--- src/rtl/data_mem_block_mover.sv ---
// data_mem_block_mover
// Block-transfer master for the single-port data memory. A start pulse
// either copies len words from src_addr to dst_addr, one read and one write
// per word, or fills dst_addr with a constant at one write per cycle.
// Pointers wrap modulo 2^ADDR_W. Every output is decoded from registered
// state, so there is no combinational path from mem_out to any output.

module data_mem_block_mover #(
    parameter int ADDR_W = 16,
    parameter int DATA_W = 16
) (
    input  logic              clk,
    input  logic              reset,
    input  logic              start,
    input  logic              mode,
    input  logic [ADDR_W-1:0] src_addr,
    input  logic [ADDR_W-1:0] dst_addr,
    input  logic [15:0]       len,
    input  logic [DATA_W-1:0] fill_value,
    output logic              busy,
    output logic              done,
    output logic [15:0]       words_done,
    output logic [ADDR_W-1:0] mem_access_addr,
    output logic [DATA_W-1:0] mem_in,
    output logic              mem_write_en,
    output logic              mem_read_en,
    input  logic [DATA_W-1:0] mem_out
);

    typedef enum logic [1:0] {
        S_IDLE = 2'd0,
        S_RD   = 2'd1,
        S_WR   = 2'd2,
        S_DONE = 2'd3
    } state_t;

    state_t            r_state;
    state_t            w_next_state;

    logic              r_mode;        // 0 = copy, 1 = fill
    logic [ADDR_W-1:0] r_src_ptr;
    logic [ADDR_W-1:0] r_dst_ptr;
    logic [15:0]       r_remaining;
    logic [DATA_W-1:0] r_fill_value;
    logic [DATA_W-1:0] r_buf;         // word read in RD, written in the following WR
    logic [15:0]       r_words_done;

    // State register; reset abandons any transfer in flight without a done pulse.
    // NOTE: sequential state uses non-blocking assignments so every register
    // samples the pre-edge values of the others, whatever the block order.
    always_ff @(posedge clk or posedge reset) begin
        if (reset) begin
            r_state <= S_IDLE;
        end else begin
            r_state <= w_next_state;
        end
    end

    // Next-state decode: copy alternates RD/WR per word, fill stays in WR.
    // NOTE: the default assignment first means every path assigns the
    // signal, so no latch is inferred.
    always_comb begin
        w_next_state = r_state;
        case (r_state)
            S_IDLE: begin
                if (start) begin
                    if (len == 16'd0) begin
                        w_next_state = S_DONE;
                    end else if (mode) begin
                        w_next_state = S_WR;
                    end else begin
                        w_next_state = S_RD;
                    end
                end
            end
            S_RD: begin
                w_next_state = S_WR;
            end
            S_WR: begin
                if (r_remaining == 16'd1) begin
                    w_next_state = S_DONE;
                end else if (r_mode) begin
                    w_next_state = S_WR;
                end else begin
                    w_next_state = S_RD;
                end
            end
            default: begin
                w_next_state = S_IDLE;
            end
        endcase
    end

    // Transfer datapath: capture the request in IDLE, latch read data in RD,
    // advance the pointers and counters after each committed write in WR.
    // NOTE: the buffer and the captured operands are reset as well, because
    // they feed outputs and must not carry stale values after a reset.
    always_ff @(posedge clk or posedge reset) begin
        if (reset) begin
            r_mode       <= 1'b0;
            r_src_ptr    <= '0;
            r_dst_ptr    <= '0;
            r_remaining  <= '0;
            r_fill_value <= '0;
            r_buf        <= '0;
            r_words_done <= '0;
        end else begin
            case (r_state)
                S_IDLE: begin
                    if (start) begin
                        r_mode       <= mode;
                        r_src_ptr    <= src_addr;
                        r_dst_ptr    <= dst_addr;
                        r_remaining  <= len;
                        r_fill_value <= fill_value;
                        r_words_done <= '0;
                    end
                end
                S_RD: begin
                    r_buf <= mem_out;
                end
                S_WR: begin
                    r_src_ptr    <= r_src_ptr + ADDR_W'(1);
                    r_dst_ptr    <= r_dst_ptr + ADDR_W'(1);
                    r_remaining  <= r_remaining - 16'd1;
                    r_words_done <= r_words_done + 16'd1;
                end
                default: begin
                end
            endcase
        end
    end

    // Output decode from registered state; memory outputs are idle outside RD/WR.
    always_comb begin
        busy            = 1'b0;
        done            = 1'b0;
        mem_access_addr = '0;
        mem_in          = '0;
        mem_write_en    = 1'b0;
        mem_read_en     = 1'b0;
        case (r_state)
            S_RD: begin
                busy            = 1'b1;
                mem_access_addr = r_src_ptr;
                mem_read_en     = 1'b1;
            end
            S_WR: begin
                busy            = 1'b1;
                mem_access_addr = r_dst_ptr;
                mem_write_en    = 1'b1;
                mem_in          = r_mode ? r_fill_value : r_buf;
            end
            S_DONE: begin
                done = 1'b1;
            end
            default: begin
            end
        endcase
    end

    assign words_done = r_words_done;

endmodule

--- config.mk ---
export PLATFORM = sky130hd
export DESIGN_NAME = data_mem_block_mover
export DESIGN_NICKNAME = d
export VERILOG_FILES = /design/src/rtl/data_mem_block_mover.sv
export SDC_FILE = /design/constraint.sdc
export NUM_CORES = 1
export LEC_CHECK = 0
export CAP_MARGIN = 30
export CORE_MARGIN = 4
export CORE_UTILIZATION = 51
export DETAILED_ROUTE_END_ITERATION = 10
export PLACE_DENSITY = 0.88
export SETUP_SLACK_MARGIN = 0.3
export SLEW_MARGIN = 20
export SYNTH_ARGS = -nofsm -noshare
export SYNTH_HDL_FRONTEND = slang
export SYNTH_SLANG_ARGS = --single-unit
--- constraint.sdc ---
create_clock -name clk -period 4.21 [get_ports clk]
set_clock_uncertainty 0.15 [all_clocks]
set_input_delay 0.842 -clock clk [delete_from_list [all_inputs] [get_ports clk]]
set_output_delay 0.842 -clock clk [all_outputs]
set_load 0.05 [all_outputs]
# Word level (Yosys, flattened, before mapping)
# Cells that the tools add are included.
# W data, S select, Z words.
# totals
reg_bits,99
inputBits,84
output_inout_bits,52
elab_cells,44
# op_classes
add_sub_neg,4
eq_ne,5
muxes,21
n_reduce_logical,6
# ops
cell,n
$pmux W16 S2,5
$mux W16,6
$add A16 B1 Y16 const B,3
$eq A16 B1 Y1 const B,1
$logic_not A16 Y1,1
$sub A16 B1 Y16 const B,1
$mux W2,5
$pmux W2 S3,1
$eq A2 B2 Y1 const B,2
$mux W1,4
$reduce_and A2 Y1,2
$eq A2 B1 Y1 const B,1
$logic_not A2 Y1,1
$ne A2 B2 Y1 const B,1
$reduce_bool A2 Y1,1
$reduce_or A2 Y1,1

# Depth between registers and ports, before layout
# depth
word_depth,4
mapped_depth,8

# Worst setup path before layout
# Ideal clock, no wire load.
# synth_path
kind,reg2out
startpoint,register r_state[0]
endpoint,output port mem_access_addr[0]
t_arrival_ns,3.061
slack_ns,0.157
stages_incl_launch_ff,8
path_cell_list,dfrtp_1 inv_1 ha_1 clkbuf_1 clkbuf_1 buf_1 nand2_1 a21boi_0
# synth_between
elab_chain_cells,2
elab_cells_between_ends,3
# synth_lines
element,line,rtl
from (decl),37,state_t r_state;
from (signal assigned),55,r_state <= w_next_state;
$eq A2 B2 Y1 or $eq A2 B1 Y1 (tied branches),142,case (r_state)
$pmux W16 S2 *,142,
to (decl),23,"output logic [ADDR_W-1:0] mem_access_addr,"
# Mark *: on every way between the ends. The rest lies on a longest branch, timed or not.

# Final worst setup path
# layout_path
startpoint,register r_state[1]
endpoint,output port mem_access_addr[15]
# Same word-level chain as after synthesis.

==> metrics.txt <==
status completed; Routed Antenna Nets 0; predominant post-synthesis flop cell sky130_fd_sc_hd__dfrtp_1; Least-Margin Pin Slew 0.903 ns; flip-flop and latch count after synthesis 99; number of cells in the finished layout apart from fillers 915; total track usage 0.248; Critical Path Fanout Max 15; power per cell area a little under 800 nW/µm²; dominant cells by area after synthesis sky130_fd_sc_hd__dfrtp_1, sky130_fd_sc_hd__mux2_2, sky130_fd_sc_hd__a21oi_1; proportion of layout cells with a drive suffix above 1 0.124; critical path's top delay family buffers and inverters; total via count after detailed routing 5781; TritonCTS clock tree yes; post-synthesis share of cell area spent on full adders, half adders and majority gates 0.0188; Post-synth top cells sky130_fd_sc_hd__dfrtp_1, sky130_fd_sc_hd__a21oi_1, sky130_fd_sc_hd__clkbuf_1, sky130_fd_sc_hd__nand2_1, sky130_fd_sc_hd__o21ai_0; cts bufs inserted 9; clock edge transition at the registers on the reported setup and hold paths 0.07 ns; row count 39; Remaining DRCs 0; count of port buffers added during placement 135; worst slew slack as a fraction of its limit 0.398; worst path cell trace inv_1 -> ha_1 -> a22oi_1 -> nor2b_1 -> clkdlybuf4s50_1; Layout Area Growth over Synthesis 29.7%; most repeated cell in the gate-level netlist after synthesis sky130_fd_sc_hd__dfrtp_1; final setup violation count 0; number of top-level pins 136; routed wirelength normalized by instance count 18.4 µm; clock buffer depth 2; mean post-synth cell area approximately 9.1 µm²; standard cell area after detailed placement between 7000 and 8000 µm²; worst path required time 3.22 ns; final hold slack 0.360 ns; post-route clock period utilization 0.856; Yosys top cell by area sky130_fd_sc_hd__dfrtp_1; post-synthesis share of cell area spent on and, or, nand and nor gates 0.198; top cell type's share of synthesized area 0.414; largest family of logic cells by synthesized area compound AO/OA/AOI/OAI gates; Crit path largest cell delay just over 0.8 ns; total number of clock tree sinks between 90 and 100; netlist area before placement 5990 µm²; Die Wd 116 µm; first-pass iteration count of the detailed router 7; number of antenna cells inserted 0; Core Box Area 11500 µm²; multiplexer area fraction after synthesis 0.108; total negative slack 0 ns; setup slack after layout 0.605 ns; die area ~14000 µm²; chip height 116 µm; number of nets in the synthesized netlist 750; minimum clock period 3.60 ns; starting utilization of the core area 0.522; DRC violation total after the first TritonRoute iteration between 700 and 800; CP Capture Type output pin; final design instance area without fill 7770 µm²; warning count from the yosys run 0; fraction of synthesized cell area in xor and xnor cells 0.00877; gate count of the mapped netlist 657; final-report max-slew violation count 0; number of nets at the end of the flow 860; vias in the first global route between 5000 and 6000; Final Routed Wirelength ~17000 µm; Vias per Instance 6.32; Max VDD drop approximately 0.49 mV; Post-Place Setup Slack 0.858 ns; kind of launch point of the worst setup path flip-flop; number of enable-type register cells in the synthesized netlist 0; Achievable Freq around 280 MHz; WP data arrival 2.61 ns; worst path bufs/invs 2; proportion of synthesized chip area in sequential cells 0.414; number of levels in the clock H-tree 3; final hold violations 0; pin count of the biggest net entering global routing 72; critical path class reg -> out; worst-skew pair later-pin latency ~0.34 ns; RSZ-0062 raised after global routing false; antenna violations before repair 0; Root Driver sky130_fd_sc_hd__clkbuf_16; routability cong. 0.899; Maximum Capacitance Violations 0; HP Class reg -> reg; Hold Buf Count CTS 0; first-pass GRT wire length ~27000 µm; Leak about 3.1 nW; share of the synthesized area in compound gates (AO/OA/AOI/OAI) 0.207; number of distinct library cells after synthesis between 40 and 50; number of placed cells counting well taps 898; Detail Placement HPWL approximately 12000 µm; slowest cell on the critical path sky130_fd_sc_hd__clkdlybuf4s50_1; GRT overflow 0; post-synthesis async set-or-reset flop share 1.00
==> layout make-up <==
class | instances | area (µm²)
repair buffers | 152 | 1460
flip-flops and latches | 99 | 2480
clock inverters | 6 | 86.3
clock buffers | 10 | 239
multi-input cells | 486 | 3250
inverters | 19 | 73.8
well taps | 143 | 179
fillers | 853 | 3700
==> worst paths after layout <==
path / startpoint / endpoint / slack (ns) / depth (start not counted)
max: r_state[1]$_DFFE_PP0P_ / mem_access_addr[15] / 0.61 / 5
min: r_fill_value[3]$_DFFE_PP0P_ / r_fill_value[3]$_DFFE_PP0P_ / 0.36 / 1
max reg2reg: r_state[0]$_DFFE_PP0P_ / words_done[14]$_DFFE_PP0P_ / 1.04 / 7
min reg2reg: r_fill_value[3]$_DFFE_PP0P_ / r_fill_value[3]$_DFFE_PP0P_ / 0.36 / 1
max in group asynchronous: reset / r_buf[3]$_DFFE_PP0P_ / 2.32 / 3
min in group asynchronous: reset / r_buf[2]$_DFFE_PP0P_ / 0.77 / 2
==> through the flow <==
stage | total power, mW | utilization
final | 6.05 | 0.677
after global routing | 6.44 | 0.677
after CTS | 6.00 | 0.676
after detailed placement | 5.08 | 0.647
after global placement | 4.94 | 0.647
after floorplan | 4.17 | -
==> cell families after synthesis <==
family                     count (synthesis)
and+or+nand+nor                          217
AOI/OAI and AO/OA                        194
DFF                                       99
buffers and inverters                     72
muxes                                     60
adders and majority gates                  9
xor gates and xnor gates                   6
==> sequential cells by signal, indices dropped and copies added, names as in the netlist <==
register,count
r_src_ptr,16
r_dst_ptr,16
r_state,2
r_fill_value,16
r_buf,16
r_mode,1
r_remaining,16
words_done,16
==> repair_timing <==
| action | CTS | global route |
|---|---|---|
| endpoints found under the setup margin | 0 | 2 |
| resized for setup | 0 | 0 |
| buffers inserted | 0 | 1 |
| hold endpoints to repair | 0 | 0 |
==> power by group <==
part,internal (mW),leakage [nW],switching [mW]
Clock,0.537,0.159,0.362
Combinational,1.34,1.73,1.93
Sequential,1.37,1.17,0.524
==> per-layer routing <==
layer | up-vias | GRT usage | routed length (µm)
li1 | 2675 | - | -
met1 | 2727 | 0.310 | 6700
met2 | 333 | 0.418 | 8020
met3 | 46 | 0.0565 | 1610
met4 | 0 | 0.0944 | 501
met5 | - | 0 | 0
==> layout by cell type, fill, tap and decap left out, types with 29 or more instances in the layout <==
cell,instances
sky130_fd_sc_hd__dfrtp_1,99
sky130_fd_sc_hd__nor2_1,29
sky130_fd_sc_hd__buf_4,29
sky130_fd_sc_hd__nand2_1,41
sky130_fd_sc_hd__clkdlybuf4s50_1,122
sky130_fd_sc_hd__mux2_2,37
sky130_fd_sc_hd__a21oi_1,53
sky130_fd_sc_hd__nor2b_1,35
sky130_fd_sc_hd__nand3_1,35
sky130_fd_sc_hd__o21ai_0,38
Power figures use the tool's default switching activity.
